<file path="src/rtl/muldiv_ctrl.sv">
// E-stage sequencer for the shared multi-cycle multiplier/divider: launch, accumulate, hold, single HI/LO write.
// Optional: define DIV_ZERO_BYPASS_EN to resolve divide-by-zero locally without launching the divider.
module muldiv_ctrl #(
  parameter int unsigned MAX_CYCLES = 64,
  parameter int unsigned CNT_W      = 7
) (
  input  logic        clk,
  input  logic        rst,
  input  logic        op_valid,
  input  logic [2:0]  op_kind,
  input  logic [31:0] src_a,
  input  logic [31:0] src_b,
  input  logic [63:0] hilo_i,
  input  logic        stall_i,
  input  logic        flush_i,
  input  logic        flush_exc_i,
  output logic        mul_start_o,
  output logic        mul_sign_o,
  input  logic        mul_ready_i,
  input  logic [63:0] mul_result_i,
  output logic        div_start_o,
  output logic        div_sign_o,
  output logic        div_annul_o,
  input  logic        div_ready_i,
  input  logic [63:0] div_result_i,
  output logic        busy_o,
  output logic        hilo_we_o,
  output logic [63:0] hilo_wdata_o,
  output logic        timeout_o
);

  localparam int unsigned RES_W = 64;

  typedef enum logic [1:0] {S_IDLE, S_RUN, S_DONE} state_e;

  // op class from op_kind[2:1]
  localparam logic [1:0] CLS_MUL = 2'b00;
  localparam logic [1:0] CLS_DIV = 2'b01;
  localparam logic [1:0] CLS_MAC = 2'b10;
  localparam logic [1:0] CLS_MSB = 2'b11;

  state_e             state_q, state_d;
  logic [1:0]         cls_q, cls_d;
  logic [RES_W-1:0]   res_q, res_d;
  logic [CNT_W-1:0]   cnt_q, cnt_d;
  logic               timeout_q, timeout_d;
  logic               mul_start_q, mul_start_d;
  logic               div_start_q, div_start_d;
  logic               mul_sign_q, mul_sign_d;
  logic               div_sign_q, div_sign_d;
  logic               annul_q, annul_d;

  logic               launch_div;
  logic               run_is_div;
  logic               sel_ready;
  logic               bypass;
  logic [RES_W-1:0]   run_result;

  assign launch_div = (op_kind[2:1] == CLS_DIV);
  assign run_is_div = (cls_q == CLS_DIV);
  assign sel_ready  = run_is_div ? div_ready_i : mul_ready_i;

`ifdef DIV_ZERO_BYPASS_EN
  assign bypass = launch_div && (src_b == 32'h0);
`else
  logic unused_operands;
  assign bypass          = 1'b0;
  assign unused_operands = ^{src_a, src_b};
`endif

  // result selection including the MADD/MSUB accumulate against the live HI/LO
  always_comb begin
    run_result = mul_result_i;
    unique case (cls_q)
      CLS_MUL: run_result = mul_result_i;
      CLS_DIV: run_result = div_result_i;
      CLS_MAC: run_result = hilo_i + mul_result_i;
      CLS_MSB: run_result = hilo_i - mul_result_i;
      default: run_result = mul_result_i;
    endcase
  end

  always_ff @(posedge clk or negedge rst) begin
    if (!rst) begin
      state_q     <= S_IDLE;
      cls_q       <= 2'b00;
      res_q       <= '0;
      cnt_q       <= '0;
      timeout_q   <= 1'b0;
      mul_start_q <= 1'b0;
      div_start_q <= 1'b0;
      mul_sign_q  <= 1'b0;
      div_sign_q  <= 1'b0;
      annul_q     <= 1'b0;
    end else begin
      state_q     <= state_d;
      cls_q       <= cls_d;
      res_q       <= res_d;
      cnt_q       <= cnt_d;
      timeout_q   <= timeout_d;
      mul_start_q <= mul_start_d;
      div_start_q <= div_start_d;
      mul_sign_q  <= mul_sign_d;
      div_sign_q  <= div_sign_d;
      annul_q     <= annul_d;
    end
  end

  always_comb begin
    state_d      = state_q;
    cls_d        = cls_q;
    res_d        = res_q;
    cnt_d        = cnt_q;
    timeout_d    = timeout_q;
    mul_start_d  = 1'b0;
    div_start_d  = 1'b0;
    mul_sign_d   = mul_sign_q;
    div_sign_d   = div_sign_q;
    annul_d      = 1'b0;
    busy_o       = 1'b0;
    hilo_we_o    = 1'b0;
    hilo_wdata_o = '0;

    unique case (state_q)
      S_IDLE: begin
        busy_o = op_valid;
        if (op_valid && !flush_i) begin
          cls_d = op_kind[2:1];
          cnt_d = '0;
          if (bypass) begin
            res_d   = {src_a, 32'hFFFF_FFFF};
            state_d = S_DONE;
          end else begin
            mul_start_d = !launch_div;
            div_start_d = launch_div;
            mul_sign_d  = !launch_div && !op_kind[0];
            div_sign_d  = launch_div && !op_kind[0];
            state_d     = S_RUN;
          end
        end
      end

      S_RUN: begin
        busy_o = 1'b1;
        if (cnt_q < CNT_W'(MAX_CYCLES)) cnt_d = cnt_q + CNT_W'(1);
        if (cnt_d == CNT_W'(MAX_CYCLES)) timeout_d = 1'b1;
        // flush beats a same-cycle ready; an in-flight divide must be annulled
        if (flush_i) begin
          annul_d    = run_is_div;
          res_d      = '0;
          mul_sign_d = 1'b0;
          div_sign_d = 1'b0;
          state_d    = S_IDLE;
        end else if (sel_ready) begin
          res_d      = run_result;
          mul_sign_d = 1'b0;
          div_sign_d = 1'b0;
          state_d    = S_DONE;
        end
      end

      S_DONE: begin
        hilo_wdata_o = res_q;
        hilo_we_o    = !stall_i && !flush_exc_i && !flush_i;
        if (flush_i || !stall_i) begin
          res_d   = '0;
          state_d = S_IDLE;
        end
      end

      default: state_d = S_IDLE;
    endcase
  end

  assign mul_start_o = mul_start_q;
  assign div_start_o = div_start_q;
  assign mul_sign_o  = mul_sign_q;
  assign div_sign_o  = div_sign_q;
  assign div_annul_o = annul_q;
  assign timeout_o   = timeout_q;

endmodule

</file>
<file path="config.mk">
export PLATFORM = sky130hd
export DESIGN_NAME = muldiv_ctrl
export DESIGN_NICKNAME = d
export VERILOG_FILES = /design/src/rtl/muldiv_ctrl.sv
export SDC_FILE = /design/constraint.sdc
export NUM_CORES = 1
export LEC_CHECK = 0
export BUFFER_PORTS_ARGS = -buffer_cell sky130_fd_sc_hd__buf_4
export CORE_UTILIZATION = 25
export CTS_BUF_LIST = sky130_fd_sc_hd__clkbuf_4 sky130_fd_sc_hd__clkbuf_8
export CTS_CLUSTER_DIAMETER = 120
export CTS_CLUSTER_SIZE = 10
export DETAILED_ROUTE_END_ITERATION = 10
export PLACE_DENSITY = 0.44
export RECOVER_POWER = 100
export SETUP_SLACK_MARGIN = 0.15
export SYNTH_ARGS = -nofsm -noshare
export SYNTH_HDL_FRONTEND = slang
export SYNTH_SLANG_ARGS = --single-unit
</file>
<file path="constraint.sdc">
create_clock -name clk -period 5 [get_ports clk]
set_clock_uncertainty 0.2 [all_clocks]
set_input_delay 0.25 -clock clk [delete_from_list [all_inputs] [get_ports clk]]
set_output_delay 0.25 -clock clk [all_outputs]
set_load 0.02 [all_outputs]
</file>
==> results.json <==
{
  "status": "finished, violations left",
  "violations": "capacitance limit, slew limit",
  "place.gp.congestion": 0.8593,
  "crit_cells": 17,
  "first_iter_violations": 485,
  "syn2layout_area_growth_pct": 51.80,
  "antenna_found_initial": 1,
  "final.min_clock_period_ns": 4.683,
  "sw_frac_of_total_pct": 45.22,
  "rr_worst_depth": 17,
  "leakage_uw": 0.006940,
  "ys_top_cells_by_area": "dfrtp_1, ha_1, mux2i_1, a21oi_1, xnor2_1",
  "crit_type": "flip-flop to flip-flop",
  "ys_types": 72,
  "endpoint_kind": "flip-flop",
  "p_int_uw": 2529,
  "max-clock-path-buffers": 2,
  "drc": 0,
  "root_buffer": "clkbuf_8",
  "path_clk_slew_ns": 0.10,
  "hold_end": "res_q[31]",
  "syn_area_sq_um": 9727,
  "yosysMostFrequentCell": "nand2_1",
  "path_max_fanout": 16,
  "final-hold-violation-count": 0,
  "multi_input_comb_area_sq_um": 7450,
  "hp-class": "input port to flip-flop",
  "combPwrFrac_pct": 69.0,
  "numPortBuffers": 274,
  "drive_above_1_share_pct": 30.19,
  "holdCritStartpoint": "div_result_i[31]",
  "clk_latency_ns": 0.41,
  "antennaDiodeCount": 0,
  "finalPower_uw": 4617,
  "p_sw_uw": 2088,
  "track_usage_pct": 21.18,
  "routed_wl_mm": 42.21,
  "htreeDepth": 3,
  "grt_max_degree": 68,
  "netlist.area_leader.share_pct": 20.84,
  "synth.avg_cell_area_sq_um": 7.575,
  "dieWidth_um": 199.3,
  "wire_per_inst_um": 18.22,
  "drv_slew": 91,
  "core_area_sq_um": 37930,
  "async_reset_ff_share_pct": 100.0,
  "fp.dieH_um": 199.3,
  "nNetsFinal": 2133,
  "ys_warn_count": 0,
  "fmax_mhz": 213.5,
  "slowest_stage": "or4_1",
  "cts_buffers": 9,
  "initial_core_util_pct": 25.64,
  "rrSetupSlack_ns": 0.32,
  "critPathLaunchType": "flip-flop",
  "synth_nets": 1617,
  "timing.final.crit_share_pct": 93.67,
  "critPathTopFamily": "compound AO/OA/AOI/OAI gates",
  "viasPerCell": 4.878,
  "grt.overflow.total": 0,
  "fin_area_sq_um": 14770,
  "synth_common_cells": "nand2_1, a21oi_1, nor2_1, o21ai_0, dfrtp_1",
  "irDropWorstVdd_mv": 0.1327,
  "finalSetupViolations": 0,
  "seq_area_sq_um": 2032,
  "r2r-end": "res_q[56]",
  "clkPwrFrac_pct": 11.2,
  "dr.pass1.iters": 4,
  "die_area_sq_um": 39700,
  "max_slew_margin_pct": -67.28,
  "place_area_sq_um": 13990,
  "rsz0062_at_grt": "false",
  "cts_tree": "yes",
  "min_path_cells": 3,
  "placementRows": 71,
  "netlist_instances": 1284,
  "via_count": 11298,
  "postRouteAntennaNets": 0,
  "dp_hpwl_mm": 33.63,
  "power_density_nw_per_um2": 312.7,
  "synth_edf_count": 0,
  "ys_seq_area_share_pct": 20.84,
  "cp_slowest_stage_delay_ns": 0.49,
  "crit_buf_inv": 3,
  "path_cells": "and2_0 -> buf_4 -> a21oi_1 -> xnor2_1 -> ha_1 -> a21oi_2 -> o21ai_2 -> a2111oi_0 -> clkbuf_1 -> a2111oi_4 -> o21a_1 -> o32a_2 -> a31oi_2 -> o41a_1 -> buf_4 -> or4_1 -> nand3_1",
  "worst_pin_slew_ns": 2.509,
  "seq_power_share_pct": 19.8,
  "synth_area_leader_cell": "dfrtp_1",
  "nFillCells": 4062,
  "worstPathArrival_ns": 4.84,
  "ys_ff_latch": 81,
  "io_pins": 339,
  "synth_top_flop_cell": "dfrtp_1",
  "drv_cap": 3,
  "cpMostUsedCell": "buf_4",
  "cts_num_sinks": 81,
  "worst_ep_required_time_ns": 5.16,
  "grt_pass1_wl_mm": 64.10,
  "grt_pass1_vias": 11511,
  "r2r_start": "cls_q[0]"
}
power by group through the flow:
| stage | registers, uW | clock network (uW) | logic [uW] |
|---|---|---|---|
| floorplan | 893 | 0 | 1800 |
| global placement | 920 | 0 | 3110 |
| detailed placement | 921 | 0 | 3110 |
| CTS | 912 | 541 | 3190 |
| global route | 932 | 561 | 3520 |
| finish | 913 | 517 | 3190 |
placed cells by master, fill, tap and decap left out, drive strengths merged, types with 4 or more instances in the layout:
| cell type | instances |
|---|---|
| buf | 485 |
| or3 | 12 |
| and3 | 14 |
| clkbuf | 39 |
| nor2 | 110 |
| nand2b | 10 |
| and2 | 73 |
| o31ai | 13 |
| o21ai | 93 |
| a31oi | 15 |
| nor4 | 11 |
| o221ai | 29 |
| nand3 | 18 |
| xor2 | 43 |
| a21o | 25 |
| nor2b | 9 |
| mux2i | 68 |
| clkinv | 4 |
| dfrtp | 81 |
| nor3 | 19 |
| or4 | 5 |
| a21oi | 138 |
| ha | 65 |
| a22o | 4 |
| dlygate4sd3 | 59 |
| nor4b | 4 |
| xnor2 | 75 |
| inv | 28 |
| a211oi | 5 |
| o211ai | 5 |
| nand2 | 143 |
| o41ai | 7 |
| o2111ai | 5 |
| nand4 | 20 |
| o21a | 13 |
| o21bai | 15 |
worst max path at each step:
stage	slack (ns)	start	to
detailed placement	-0.19	mul_result_i[4]	res_q[56]
CTS	0.25	mul_result_i[4]	res_q[56]
floorplan	0.34	mul_result_i[18]	res_q[56]
finish	0.32	cls_q[0]	res_q[56]
global route	0.09	cls_q[0]	res_q[56]
global placement	-0.18	mul_result_i[4]	res_q[56]
flip-flops by register name, summed over array words and instances, names as in the netlist:
signal,cells
div_annul_o,1
timeout_o,1
res_q,64
state_q,2
cnt_q,7
div_start_o,1
mul_sign_o,1
mul_start_o,1
cls_q,2
div_sign_o,1
logic make-up (layout without fill, tap and decap cells):
| kind of cell | after synthesis | count (layout) | synth area share (%) |
|---|---|---|---|
| muxes | 70 | 70 | 7.229 |
| adders and majority gates | 66 | 66 | 8.567 |
| xor gates and xnor gates | 118 | 118 | 10.63 |
| buffers and inverters | 96 | 617 | 3.833 |
| DFF | 81 | 81 | 20.84 |
| and+or+nand+nor | 456 | 456 | 23.00 |
| AOI/OAI and AO/OA | 397 | 397 | 25.91 |
cell type report:
class / count / area share, %
clock inverter: 5 / 0.2881
multi-input combinational: 1107 / 50.45
tap: 511 / 4.330
clock buffer: 11 / 0.9830
sequential: 81 / 13.76
timing repair buffer: 573 / 29.47
inverter: 28 / 0.7118
what timing repair did:
item                                   4_1_cts  5_1_grt
pin swaps                                    0        6
endpoints found under the hold margin       68        0
resized for setup                            1       23
buffers inserted                             0        1
cloned                                       0        0
hold buffers                                59        0
setup endpoints to repair                    1       15
routing by layer:
layer  vias to the layer above  routed length (um)  global-route usage (%)
met5                         -                  17                       0
met4                         2                 573                   5.071
met3                        34                1827                   2.886
met2                       262               19720                   35.77
met1                      5312               20070                   28.26
li1                       5688                   -                       -
stage by stage:
step	utilization, %	worst slack (ns)	hold WS (ns)	setup TNS (ns)	instances
after floorplan	-	0.3378	-0.2456	0	1284
after global placement	36.87	-0.1832	0.05136	-0.7079	2240
after detailed placement	36.87	-0.1904	0.04454	-0.8181	2240
after CTS	38.93	0.2453	0.002870	0	2315
after global routing	38.93	0.09015	0.02698	0	2316
final	38.93	0.3166	0.01765	0	2316
worst register-to-register path, cell delays in order, from the launching register on:
cell and delay (ns):
dfrtp_4 0.45, and2_0 0.35, buf_4 0.32, a21oi_1 0.09, xnor2_1 0.14, ha_1 0.38, a21oi_2 0.10, o21ai_2 0.18
a2111oi_0 0.11, clkbuf_1 0.15, a2111oi_4 0.40, o21a_1 0.24, o32a_2 0.21, a31oi_2 0.11, o41a_1 0.44, buf_4 0.18
or4_1 0.49, nand3_1 0.09
No activity file was read; power rests on OpenSTA's default activity.
